### config.mk
export PLATFORM = sky130hd
export DESIGN_NAME = pc_sequencer
export DESIGN_NICKNAME = d
export VERILOG_FILES = /design/src/rtl/pc_sequencer.sv
export SDC_FILE = /design/constraint.sdc
export NUM_CORES = 1
export LEC_CHECK = 0
export ABC_AREA = 1
export CAP_MARGIN = 20
export CORE_AREA = 2 2 121 123
export DETAILED_ROUTE_END_ITERATION = 10
export DIE_AREA = 0 0 123 125
export PLACE_DENSITY_LB_ADDON = 0.15
export SLEW_MARGIN = 20
export SYNTH_ARGS = -nofsm -noshare
export SYNTH_HDL_FRONTEND = slang
export SYNTH_SLANG_ARGS = --single-unit
### constraint.sdc
create_clock -name clk -period 3.7 [get_ports clk]
set_clock_uncertainty 0.2 [all_clocks]
set_input_delay 0.925 -clock clk [delete_from_list [all_inputs] [get_ports clk]]
set_output_delay 0.925 -clock clk [all_outputs]
set_load 0.01 [all_outputs]
### src/rtl/pc_sequencer.sv
// pc_sequencer: owns the PC, fetches over a req/ready handshake, holds the instruction for execute
// and picks the next PC (sequential, relative branch or register jump); faults are sticky until reset.
module pc_sequencer #(
    parameter logic [31:0] RESET_PC = 32'h0,
    parameter int unsigned MAX_WAIT = 15
) (
    input  logic        clk,
    input  logic        rst_n,
    output logic        imem_req,
    output logic [31:0] imem_addr,
    input  logic        imem_ready,
    input  logic [31:0] imem_rdata,
    output logic        instr_valid,
    output logic [31:0] instr,
    output logic [31:0] pc_out,
    input  logic        instr_accept,
    input  logic        br_taken,
    input  logic [31:0] br_imm,
    input  logic        jr_en,
    input  logic [31:0] jr_addr,
    output logic        fault
);
    localparam int WW = (MAX_WAIT > 1) ? $clog2(MAX_WAIT + 1) : 1;

    typedef enum logic [1:0] {FETCH, HOLD, FAULT} state_t;

    state_t          state, state_d;
    logic [31:0]     pc, pc_d, instr_d, pc_out_d;
    logic [WW-1:0]   wait_cnt, wait_d;

    always_ff @(posedge clk) begin
        if (!rst_n) begin
            state    <= FETCH;
            pc       <= RESET_PC;
            instr    <= '0;
            pc_out   <= '0;
            wait_cnt <= '0;
        end else begin
            state    <= state_d;
            pc       <= pc_d;
            instr    <= instr_d;
            pc_out   <= pc_out_d;
            wait_cnt <= wait_d;
        end
    end

    always_comb begin
        state_d  = state;
        pc_d     = pc;
        instr_d  = instr;
        pc_out_d = pc_out;
        wait_d   = wait_cnt;
        case (state)
            FETCH: begin
                if (imem_ready) begin
                    instr_d  = imem_rdata;
                    pc_out_d = pc;
                    wait_d   = '0;
                    state_d  = HOLD;
                end else begin
                    wait_d = wait_cnt + 1'b1;
                    if (MAX_WAIT != 0 && wait_d == WW'(MAX_WAIT))
                        state_d = FAULT;
                end
            end
            HOLD: begin
                if (instr_accept) begin
                    state_d = FETCH;
                    // a misaligned jump faults without touching the PC
                    if (jr_en)
                        if (jr_addr[1:0] != 2'b00) state_d = FAULT;
                        else pc_d = jr_addr;
                    else
                        pc_d = pc + 32'd4 + (br_taken ? {br_imm[29:0], 2'b00} : 32'd0);
                end
            end
            default: ;
        endcase
    end

    assign imem_req    = state == FETCH;
    assign imem_addr   = pc;
    assign instr_valid = state == HOLD;
    assign fault       = state == FAULT;
endmodule
==> flow_summary.toml <==
[grt]
grt-ovfl-total = 0
antenna_found_initial = 0
grt_pass1_vias = 6362
track_usage = 0.2565
grt_pass1_wl_um = 31230
grt_start_max_net_pins = 85

[finish]
antenna_cells = 0
drive_gt1_frac = 0.07362
syn_to_final_growth_pct = 38.76
stdcell_count = 1420
multi_input_area_mm2 = 0.003935
seq_area_mm2 = 0.002042
fin_nets = 1393
final_cell_mix = "nand2_1 (256), clkdlybuf4s50_1 (197), nor2_1 (174)"
fillers = 1323
mostFrequentLayoutCell = "nand2_1"

[sta]
max_slew_margin = 0.5195
period_share = 0.9451
max_freq_ghz = 0.2860
grt_setup_unrepaired = "false"
finalHoldViolations = 0
fin_hold_ws_ps = 272.4
fin_setup_tns_ps = 0
period_needed_ps = 3497
worst_pin_slew_ps = 720.8
finalMaxSlewViolations = 0
setup_ws_ps = 203.3
final-setup-viol-count = 0

[hold_path]
hp-class = "reg -> reg"

[status]
run_status = "completed"

[pwr]
ir_worst_vdd_v = 0.0002113
finalPower_mw = 3.039
p_leak_nw = 4.656
pwr_density_cell_mw_per_mm2 = 328.5

[logic_synthesis]
synth_cell_types = 33
synth.avg_cell_area_um2 = 6.435
synthCells = 1036
yosysSeqAreaShare = 0.3063
yosysTopAreaCell = "dfxtp_1"
yosys.area.top_type_share = 0.3063
synth_nets = 1198
syn_area_mm2 = 0.006666
yosys_warnings = 0
synth.area.top_cells = "dfxtp_1 (31%), nand2_1 (14%), ha_1 (11%), nor2_1 (9.8%), inv_1 (7.5%)"
ys_seq_elements = 102

[detailed_routing]
post_drt_via_cell_ratio = 4.852
ant_nets = 0
drc_errors = 0
first_pass_iters = 7
wl_per_cell_um = 13.92
wirelength_um = 19760
vias = 6890
drt_iter0_markers = 422

[clock_network]
cts_setup_buffers = 0
cts_htree_levels = 3
cts_root_buf = "clkbuf_16"
worstSkewPairLatency_ps = 350
cts_hold_buf = 0
clk_pin_slew_worst_paths_ps = 70
cts_buffers = 9
cts_tree = "built"
cts.sinks = 102
clk_path_buf_depth = 2
cts_resized = 0

[setup_path]
crit_arrival_ps = 3570
rr_worst_depth = 11
crit_family = "adder cells"
crit_path_end_kind = "register"
start_kind = "input pin"
slowest_stage = "clkdlybuf4s50_1"
timing.critical_path.buf_inv = 4
path_cells = "clkdlybuf4s50_1 -> buf_12 -> nand2_1 -> inv_1 -> ha_1 -> ha_1 -> fa_1 -> nand3_1 -> nand3_2 -> nand2_1 -> nand3_2 -> buf_4 -> xor2_1 -> nand2_1 -> a21oi_1"
critical_path_peak_fanout = 10
critical_path.startpoint = "br_taken"
cp_common_cell = "nand2_1"
crit-reg2reg-capture = "imem_addr[11]"
crit_path_end = "imem_addr[11]"
worst_r2r_startpoint = "imem_addr[3]"
criticalPathCategory = "in -> reg"
ff2ff_setup_slack_ps = 1140
crit_cells = 15
required_ps = 3780
max_stage_delay_ps = 500

[placed_design]
gp_congestion = 0.9305
dp_worst_setup_slack_ps = -119.0
dp.cells = 1404
dp_hpwl_um = 15640
io_buffer_count = 198

[die]
die_w_um = 123
initial_utilization = 0.4693
num_rows = 44
die_y_um = 125
boundaryPins = 201
coreArea_mm2 = 0.01420
die_area_mm2 = 0.01538

[job]
max_cap_violations = 0
[registers in the layout (all words and copies together), names as in the netlist]
signal     flops
instr         32
pc_out        32
wait_cnt       4
imem_addr     32
state          2
[area by class of cell]
cell class,count,area share
inverters,138,0.05600
flip-flops and latches,102,0.2207
clock buffers,10,0.02475
multi-input cells,758,0.4254
clock inverters,6,0.008251
repair buffers,222,0.2400
well taps,184,0.02489
[report_power, final]
| group | internal (mW) | total [mW] | switching, mW | leakage [nW] |
|---|---|---|---|---|
| combinational | 0.409 | 0.811 | 0.402 | 3.67 |
| clock | 0.537 | 0.974 | 0.437 | 0.150 |
| sequential | 1.19 | 1.25 | 0.0603 | 0.837 |
| total | 2.14 | 3.04 | 0.900 | 4.66 |
[metal layers]
| layer | global-route usage | part of all wire |
|---|---|---|
| met4 | 0.08088 | 0.026 |
| met5 | 0 | 0 |
| met1 | 0.3336 | 0.46 |
| met3 | 0.04699 | 0.057 |
| met2 | 0.4277 | 0.46 |
[cell families (layout without fill, tap and decap cells)]
logic type | Yosys count | after routing | synth area share
flip-flops | 102 | 102 | 0.3063
AND/OR/NAND/NOR | 516 | 516 | 0.3249
XOR/XNOR | 19 | 19 | 0.02496
adder cells (fa/ha/maj) | 60 | 60 | 0.1137
AO/OA/AOI/OAI | 163 | 163 | 0.1267
buffers and inverters | 176 | 376 | 0.1034
[worst min-delay path, cell delays in order, from the launching register on]
cell and delay [ps]:
dfxtp_1 330, nand3_1 80, inv_1 30
[synth_stat cells (all sizes together)]
library cell	instances
nand4	4
xor2	16
fa	1
inv	137
a31oi	2
xnor2	3
a21oi	69
clkbuf	24
clkinv	1
o31ai	1
and2	1
a21o	1
nand2	273
ha	59
nor2	191
nand3	44
o21bai	1
or2	1
nand3b	1
dfxtp	102
o21ai	88
nor4	1
a2bb2oi	1
buf	14
[per-stage QoR]
step             util  area [um^2]
2_1_floorplan       -         6666
3_3_place_gp   0.6298         8945
3_5_place_dp   0.6298         8945
4_1_cts        0.6513         9250
5_1_grt        0.6513         9250
6_report       0.6513         9250
[worst min path at each step]
stage	from	to	cells after the start
2_1_floorplan	imem_addr[0]	imem_addr[0]	2
3_3_place_gp	pc_out[18]	pc_out[18]	2
3_5_place_dp	imem_addr[1]	imem_addr[1]	2
4_1_cts	imem_addr[1]	imem_addr[1]	2
5_1_grt	imem_addr[1]	imem_addr[1]	2
6_report	imem_addr[1]	imem_addr[1]	2
Note: power is estimated with default switching activity, not from simulation.
